**src/rtl/alt_vipvfr130_pwc_core.sv**
```systemverilog
// Packet write controller: takes one Avalon-ST video packet per GO, issues a
// single write command, streams samples to the write master and reports the result.
module alt_vipvfr130_pwc_core #(
    parameter int BITS_PER_SYMBOL              = 8,
    parameter int SYMBOLS_PER_BEAT             = 3,
    parameter int BURST_LENGTH_REQUIREDWIDTH   = 7,
    parameter int PACKET_SAMPLES_REQUIREDWIDTH = 32
) (
    input  logic                                         clock,
    input  logic                                         reset,
    output logic                                         ready_in,
    input  logic                                         valid_in,
    input  logic [BITS_PER_SYMBOL*SYMBOLS_PER_BEAT-1:0]  data_in,
    input  logic                                         sop_in,
    input  logic                                         eop_in,
    input  logic                                         master_stall,
    output logic                                         cmd,
    output logic [31:0]                                  cmd_addr,
    output logic [BURST_LENGTH_REQUIREDWIDTH-1:0]        cmd_length_of_burst,
    output logic                                         write,
    output logic [BITS_PER_SYMBOL*SYMBOLS_PER_BEAT-1:0]  wdata,
    output logic                                         flush_partial_word,
    input  logic                                         enable,
    output logic                                         clear_enable,
    input  logic [31:0]                                  packet_addr,
    input  logic [BURST_LENGTH_REQUIREDWIDTH-1:0]        packet_words,
    input  logic [PACKET_SAMPLES_REQUIREDWIDTH-1:0]      packet_max_samples,
    output logic                                         stopped,
    output logic                                         complete,
    output logic [3:0]                                   packet_type_out,
    output logic [PACKET_SAMPLES_REQUIREDWIDTH-1:0]      packet_samples_out,
    output logic                                         truncated
);

    typedef enum logic [2:0] {
        IDLE,
        WAIT_SOP,
        WRITING,
        DISCARD,
        ENDING
    } state_t;

    state_t                                    state;
    logic [31:0]                               addr_q;
    logic [BURST_LENGTH_REQUIREDWIDTH-1:0]     words_q;
    logic [PACKET_SAMPLES_REQUIREDWIDTH-1:0]   max_q;
    logic [PACKET_SAMPLES_REQUIREDWIDTH-1:0]   count;
    logic                                      accept;
    logic                                      room;

    // The sink is throttled directly by the master, so ready/write are combinational.
    always_comb begin
        ready_in = 1'b0;
        case (state)
            WAIT_SOP, DISCARD: ready_in = 1'b1;
            WRITING:           ready_in = !cmd && !master_stall;
            default:           ready_in = 1'b0;
        endcase
        accept = valid_in && ready_in;
        room   = count < max_q;
        write  = (state == WRITING) && accept && !sop_in && room;
        wdata  = data_in;
    end

    always_ff @(posedge clock) begin
        if (reset) begin
            state               <= IDLE;
            clear_enable        <= 1'b1;
            stopped             <= 1'b1;
            cmd                 <= 1'b0;
            cmd_addr            <= '0;
            cmd_length_of_burst <= '0;
            flush_partial_word  <= 1'b0;
            complete            <= 1'b0;
            truncated           <= 1'b0;
            count               <= '0;
            packet_type_out     <= '0;
            packet_samples_out  <= '0;
            addr_q              <= '0;
            words_q             <= '0;
            max_q               <= '0;
        end else begin
            clear_enable <= 1'b0;
            complete     <= 1'b0;
            case (state)
                IDLE: begin
                    if (enable) begin
                        clear_enable <= 1'b1;
                        addr_q       <= packet_addr;
                        words_q      <= packet_words;
                        max_q        <= packet_max_samples;
                        stopped      <= 1'b0;
                        count        <= '0;
                        truncated    <= 1'b0;
                        state        <= WAIT_SOP;
                    end
                end
                WAIT_SOP: begin
                    if (accept && sop_in) begin
                        packet_type_out     <= data_in[3:0];
                        cmd                 <= 1'b1;
                        cmd_addr            <= addr_q;
                        cmd_length_of_burst <= words_q;
                        state               <= WRITING;
                    end
                end
                WRITING: begin
                    if (cmd && !master_stall)
                        cmd <= 1'b0;
                    if (accept) begin
                        // A fresh sop ends the current packet early; its beat is not written.
                        if (sop_in) begin
                            flush_partial_word <= 1'b1;
                            truncated          <= 1'b1;
                            state              <= ENDING;
                        end else if (room || eop_in) begin
                            if (room)
                                count <= count + 1'b1;
                            if (eop_in) begin
                                flush_partial_word <= 1'b1;
                                state              <= ENDING;
                            end
                        end else begin
                            truncated <= 1'b1;
                            state     <= DISCARD;
                        end
                    end
                end
                DISCARD: begin
                    if (accept && eop_in) begin
                        flush_partial_word <= 1'b1;
                        state              <= ENDING;
                    end
                end
                ENDING: begin
                    if (flush_partial_word) begin
                        if (!master_stall)
                            flush_partial_word <= 1'b0;
                    end else begin
                        packet_samples_out <= count;
                        complete           <= 1'b1;
                        stopped            <= 1'b1;
                        state              <= IDLE;
                    end
                end
                default: state <= IDLE;
            endcase
        end
    end

endmodule

```
**config.mk**
```make
export PLATFORM = sky130hd
export DESIGN_NAME = alt_vipvfr130_pwc_core
export DESIGN_NICKNAME = d
export VERILOG_FILES = /design/src/rtl/alt_vipvfr130_pwc_core.sv
export SDC_FILE = /design/constraint.sdc
export NUM_CORES = 1
export LEC_CHECK = 0
export ABC_AREA = 1
export CORE_MARGIN = 8
export CORE_UTILIZATION = 30
export DETAILED_ROUTE_END_ITERATION = 7
export PLACE_DENSITY_LB_ADDON = 0.25
export SYNTH_ARGS = -nofsm -noshare
export SYNTH_HDL_FRONTEND = slang
export SYNTH_SLANG_ARGS = --single-unit
```
**constraint.sdc**
```tcl
create_clock -name clock -period 2.66 [get_ports clock]
set_clock_uncertainty 0.2 [all_clocks]
set_input_delay 0.665 -clock clock [delete_from_list [all_inputs] [get_ports clock]]
set_output_delay 0.665 -clock clock [all_outputs]
set_load 0.02 [all_outputs]
```
==> summary.txt, run 1 <==
Status
  • Run status: finished with violations
  • Violations in the final reports: negative setup slack

GRT
  • Wire length of the first global-routing pass: 40700 um
  • Global route total overflow: 0
  • Maximum number of pins on one net before global-route repair: 58
  • Number of global-route vias before repair: 7787
  • Antenna violations before repair: 2
  • GRT Resource Usage Total: 15.0%

Worst hold path
  • Worst min-delay path class: flop to flop
  • WHS Path Cells: 2

Power and ir drop
  • Worst VDD drop: 0.374 mV
  • PD cells: 746 mW/mm2
  • Leakage Power: 4.61 nW
  • Sum of internal, switching and leakage power: 8.82 mW

STA
  • Slew @ Worst Pin: 0.703 ns
  • Fmax achieved: 0.338 GHz
  • Setup-failing EPs final: 1
  • Tightest slew margin relative to the limit: 53.1%
  • Setup slack of the critical path after layout: -0.296 ns
  • Worst hold margin: 0.254 ns
  • Unrepaired setup endpoints after global routing: yes
  • Time the worst path needs with I/O delays and setup: 2.96 ns
  • Fraction of the cycle the final worst path needs: 111%
  • Number of endpoints with negative hold slack in the final report: 0
  • Number of pins exceeding their max-slew limit in the final report: 0
  • Sum of negative setup slack: -0.296 ns

Place
  • Placed Area: 0.0109 mm2
  • DPL Wire Length: 18500 um
  • Placement Setup Slack: -0.548 ns
  • I/O Buffers: 168
  • Placer's final routability congestion estimate: 0.891

Synth
  • Most common library cells after synthesis: 190 x nand2_1, 187 x dfxtp_1, 154 x nor2_1
  • Asr flop ratio synth: 0%
  • Part of the Yosys area used for sequential elements: 44.4%
  • Gate count of the mapped netlist: 1136
  • Mean post-synth cell area: 7.42 um2
  • Number of storage elements in the synthesis netlist: 187
  • Synth cell types: 32
  • Number of synthesis warnings: 0
  • Post-Synthesis Net Count: 1270
  • Adder and majority cell fraction of the synthesized area: 4.75%
  • Number of flops mapped to enable cells by yosys: 0
  • Cell taking the most area after synthesis: dfxtp_1
  • Synthesized-area fraction occupied by xor and xnor cells: 2.91%
  • Simple-gate share of the synthesized area: 23.6%
  • Main combinational cell family by area after synthesis: simple AND/OR/NAND/NOR gates
  • Mux contribution to synthesized area: 0%
  • Most used flip-flop cell after synthesis: dfxtp_1
  • Most repeated cell in the gate-level netlist after synthesis: nand2_1
  • Top-area cell type share of the netlist area: 44.4%
  • Area contributors post-synth: dfxtp_1 44%, nand2_1 8.5%, a21oi_1 7.2%
  • Compound-gate portion of the synthesized area: 14.9%
  • Mapped Area: 0.00842 mm2

Worst setup path
  • Required arrival time at the worst endpoint: 1.79 ns
  • Endpoint of the most critical setup path: write
  • CP Launch Point: max_q[28]
  • Endpoint kind of the worst setup timing path: primary output
  • WP data arrival: 2.09 ns
  • Critical Path Fanout Max: 2
  • FF-to-FF Start: max_q[28]
  • Worst setup path class: flop to primary output
  • Setup slack of the most critical reg-to-reg path: 0.13 ns
  • Logic depth of the worst register-to-register path: 16
  • Launching element type of the critical path: flop
  • End of the worst register-to-register path: count[28]

Run
  • Maximum capacitance violations: 0

Drt
  • Average wire per standard cell: 14.8 um
  • Total wire length after detailed routing: 25700 um
  • DRC: 0
  • Number of iterations in the first detailed-routing pass: 7
  • Iteration-0 DRC count of the detailed router: 413
  • Per-cell via count in the routed design: 4.60
  • Antenna viol nets, final: 0
  • Vias post-DR: 7967

Clock network
  • Bufs on Longest Clock Path: 2
  • Clk_lat worst skew: 0.43 ns
  • Total clock buffers created by CTS: 17
  • Clock transition at the registers of the reported paths: 0.07 ns
  • Hold buffer count at cts: 0
  • Clock sink count: 187
  • Clock H-tree levels: 4
  • Clock tree root driver cell: clkbuf_16
  • CTS tree: done

Layout
  • Share of cells above drive strength 1: 13.9%
  • Area of the multi-input gates: 0.00410 mm2
  • Filler Cell Count: 2861
  • Growth of design area from synthesis to finish: 40.3%
  • Layout Nets: 1475
  • Total non-filler cell area in the finished layout: 0.0118 mm2
  • Number of diodes added for antenna fixing: 0
  • Area occupied by registers: 0.00375 mm2

Die
  • Area of the placeable core: 0.0277 mm2
  • Die H: 184 um
  • Top-level I/O count: 209
  • Chip Width: 184 um
  • Die outline area: 0.0337 mm2
  • Number of placement rows: 61
  • Effective utilization at floorplan: 30.4%
## repair_timing
action | CTS | global route
endpoints found under the hold margin | 0 | 0
setup buffers | 3 | 2
pin swaps | 7 | 14
setup endpoints to repair | 2 | 35
resized for setup | 23 | 32
cloned | 0 | 1
## registers in the layout, summed over array words and instances, names as in the netlist
name and cells:
addr_q 32, state 3, cmd 1, complete 1, cmd_length_of_burst 7, clear_enable 1, truncated 1, words_q 7
flush_partial_word 1, packet_type_out 4, packet_samples_out 32, count 32, max_q 32, stopped 1, cmd_addr 32
## how the worst min path moves through the flow
stage,startpoint,end,slack (ns)
6_report,truncated,truncated,0.25
5_1_grt,addr_q[19],addr_q[19],0.28
4_1_cts,truncated,truncated,0.26
3_5_place_dp,truncated,truncated,0.24
3_3_place_gp,truncated,truncated,0.24
2_1_floorplan,max_q[10],max_q[10],0.24
## cell type report
class / count / share of cell area, %
Multi-Input combinational cell: 775 / 34.7
Sequential cell: 187 / 31.7
Timing Repair Buffer: 272 / 21.7
Tap cell: 378 / 4.00
Clock buffer: 17 / 3.60
Inverter: 88 / 2.79
Clock inverter: 15 / 1.45
## report_power, final
group	switching, mW	internal [mW]
Sequential	0.142	3.14
Combinational	1.73	1.24
Clock	1.30	1.28
## logic make-up after synthesis
kind of cell    Yosys count
buf+inv                 174
flops                   187
xor+xnor                 28
compound gates          240
fa+ha+maj                32
simple gates            475
## metal layers
metal	track usage [%]	up-vias	share of wire [%]
li1	-	4100	-
met4	3.48	4	0.82
met2	24.1	192	45
met3	5.99	22	8.5
met5	0	-	0.11
met1	18.8	3649	46
## cells in the final DEF (no fill, tap or decap), types with 4 or more instances in the layout
cell	synthesis	routed
nand4_1	6	6
buf_12	0	7
clkbuf_16	0	18
nor2_4	1	4
o21ai_0	104	103
xor2_1	28	28
a21oi_1	122	115
ha_1	32	24
nand2_2	4	7
clkinv_4	0	4
nor3_1	28	25
inv_2	2	6
a21oi_2	0	7
dfxtp_2	0	4
inv_8	0	4
clkdlybuf4s50_1	0	164
nor2_1	154	151
inv_1	85	81
nand3_1	86	85
buf_4	24	94
a22o_1	9	9
dfxtp_1	187	183
ha_4	0	8
nand2_1	190	184
## through the flow
stage / utilization, % / std cells
6_report: 42.7 / 1732
5_1_grt: 42.7 / 1732
4_1_cts: 42.0 / 1729
3_5_place_dp: 39.5 / 1694
3_3_place_gp: 39.5 / 1694
2_1_floorplan: - / 1136
## critical path: stages, from the launching register on
cell     delay, ns
dfxtp_1       0.31
inv_1         0.05
ha_1          0.26
nand2_1       0.07
nor2_2        0.12
nand4_1       0.19
nor4_2        0.20
buf_4         0.17
nand2_4       0.06
nand3_4       0.07
nor2_4        0.05
buf_6         0.12
No activity file was read; power rests on OpenSTA's default activity.
==> run 2, diff against run 1 <==
Settings changed: CELL_PAD_IN_SITES_DETAIL_PLACEMENT from default to 0, CELL_PAD_IN_SITES_GLOBAL_PLACEMENT from default to 1, CTS_CLUSTER_SIZE from default to 16.
==> run 2 against run 1 <==
Compared with the run above:
- the run still ends with negative setup slack left
- critical path depth increased by 1
- cell area shrank 2.7%
- clock power increased by 7.8%
- sequential cell count unchanged
- combinational power decreased by 11%
- utilization shrank 1.1 points
- highest routed layer unchanged
- critical path type unchanged
- via count down 1.9%
- register-to-register slack gained 0.21 ns
- count of clock-buffer cells in the layout did not move
- cell count decreased by 2.5%
==> summary.txt, run 2 (synthesis gave the netlist of run 1 again) <==
GRT
  • Antenna violations before repair: 5 (+3)
  • Wire length of the first global-routing pass: 41800 um (+2.6%)
  • Global route total overflow: 0 (unchanged)
  • Maximum number of pins on one net before global-route repair: 77 (+33%)
  • Number of global-route vias before repair: 7724 (-0.81%)
  • GRT Resource Usage Total: 15.4% (+0.38 points)

Die
  • Chip Width: 184 um (unchanged)
  • Area of the placeable core: 0.0277 mm2 (unchanged)
  • Top-level I/O count: 209 (unchanged)
  • Effective utilization at floorplan: 30.4% (unchanged)
  • Number of placement rows: 61 (unchanged)
  • Die H: 184 um (unchanged)
  • Die outline area: 0.0337 mm2 (unchanged)

STA
  • Number of pins exceeding their max-slew limit in the final report: 0 (unchanged)
  • Time the worst path needs with I/O delays and setup: 2.96 ns (+0.00176 ns)
  • Slew @ Worst Pin: 0.668 ns (-0.0358 ns)
  • Sum of negative setup slack: -0.298 ns (-0.00176 ns)
  • Unrepaired setup endpoints after global routing: yes
  • Setup slack of the critical path after layout: -0.298 ns (-0.00176 ns)
  • Setup-failing EPs final: 1 (unchanged)
  • Fraction of the cycle the final worst path needs: 111% (about the same)
  • Tightest slew margin relative to the limit: 55.5% (+2.4 points)
  • Number of endpoints with negative hold slack in the final report: 0 (unchanged)
  • Fmax achieved: 0.338 GHz (about the same)

Clock network
  • Clock sink count: 187 (unchanged)
  • Bufs on Longest Clock Path: 2 (unchanged)
  • Clock transition at the registers of the reported paths: 0.07 ns (about the same)
  • Clk_lat worst skew: 0.43 ns (about the same)
  • CTS tree: done
  • Total clock buffers created by CTS: 17 (unchanged)
  • Clock tree root driver cell: clkbuf_16
  • Hold buffer count at cts: 0 (unchanged)
  • Clock H-tree levels: 4 (unchanged)

Layout
  • Area occupied by registers: 0.00375 mm2 (+0.13%)
  • Area of the multi-input gates: 0.00410 mm2 (about the same)
  • Growth of design area from synthesis to finish: 36.5%
  • Share of cells above drive strength 1: 11.7% (-2.2 points)
  • Final cell count without fillers: 1689 (-2.5%)
  • Commonest cells after routing, fill and taps aside: 180 x nand2_1, 179 x dfxtp_1, 163 x clkdlybuf4s50_1
  • Number of diodes added for antenna fixing: 0 (unchanged)
  • Commonest non-fill, non-tap cell in the layout: nand2_1
  • Layout Nets: 1432 (-2.9%)
  • Filler Cell Count: 2884 (+0.80%)
  • Total non-filler cell area in the finished layout: 0.0115 mm2 (-2.7%)

Worst setup path
  • WP data arrival: 2.09 ns (about the same)
  • Critical Path Fanout Max: 2 (unchanged)
  • Worst setup path class: flop to primary output
  • Launching element type of the critical path: flop
  • Endpoint kind of the worst setup timing path: primary output
  • Required arrival time at the worst endpoint: 1.79 ns (about the same)

Place
  • DPL Wire Length: 18600 um (+0.26%)
  • Placer's final routability congestion estimate: 0.896 (+0.55%)
  • Cell count after placement: 1652 (-2.5%)
  • Placement Setup Slack: -0.168 ns (+0.380 ns)
  • I/O Buffers: 168 (unchanged)
  • Placed Area: 0.0106 mm2 (-3.1%)

Worst hold path
  • Worst min-delay path class: flop to flop

Power and ir drop
  • Sum of internal, switching and leakage power: 8.71 mW (-1.3%)
  • PD cells: 757 mW/mm2 (+1.5%)
  • Leakage Power: 4.41 nW (-4.4%)
  • Worst VDD drop: 0.367 mV (-1.8%)

Drt
  • Iteration-0 DRC count of the detailed router: 354 (-14%)
  • Number of iterations in the first detailed-routing pass: 4 (-3)
  • Vias post-DR: 7817 (-1.9%)
  • Antenna viol nets, final: 0 (unchanged)
  • Total wire length after detailed routing: 26200 um (+2.2%)
  • Per-cell via count in the routed design: 4.63 (+0.62%)
  • DRC: 0 (unchanged)
  • Average wire per standard cell: 15.5 um (+4.8%)

Run
  • Maximum capacitance violations: 0 (unchanged)

Status
  • Violations in the final reports: negative setup slack
  • Run status: finished with violations
run 2: final cells by class:
cell class / count / area share, %
clock buffer: 17 / 3.70
clock inverter: 15 / 1.88
inverter: 88 / 2.87
multi-input combinational: 775 / 35.7
sequential: 187 / 32.6
tap: 378 / 4.11
timing repair buffer: 229 / 19.1
run 2: through the flow:
stage	util [%]	hold WS (ns)
global placement	38.3	0.238
CTS	40.9	0.256
floorplan	-	0.235
global route	41.5	0.280
detailed placement	38.3	0.244
finish	41.5	0.254
run 2: final timing paths:
check / start / endpoint / slack [ns] / cells after the start
worst max-delay path: max_q[5] / write / -0.30 / 12
worst min-delay path: stopped / stopped / 0.25 / 2
worst max register to register: max_q[31] / count[27] / 0.34 / 14
worst min register to register: stopped / stopped / 0.25 / 2
run 2: power by group:
part	total, mW	leakage (nW)	internal (mW)	switching [mW]
Combinational	2.64	2.57	0.970	1.67
Sequential	3.30	1.52	3.14	0.161
Clock	2.77	0.313	1.46	1.31
run 2: worst max-delay path: stages (launching register included):
cell	delay [ns]
dfxtp_1	0.31
inv_1	0.07
ha_4	0.25
a21oi_2	0.11
nor2_1	0.06
nor3_2	0.18
nand2_2	0.09
nand2_2	0.09
nand2_4	0.07
nand2_4	0.09
nand3_2	0.06
nor2_1	0.12
buf_4	0.16
run 2: routing by layer:
metal,part of all wire (%),track usage [%]
met5,0.22,0
met4,1.1,4.13
met3,7.6,5.43
met2,45,24.3
met1,46,19.8
run 2: repair_timing:
action | CTS | global route
setup endpoints to repair | 2 | 5
cloned | 0 | 0
buffers inserted | 3 | 2
pin swaps | 7 | 14
resized for setup | 21 | 29
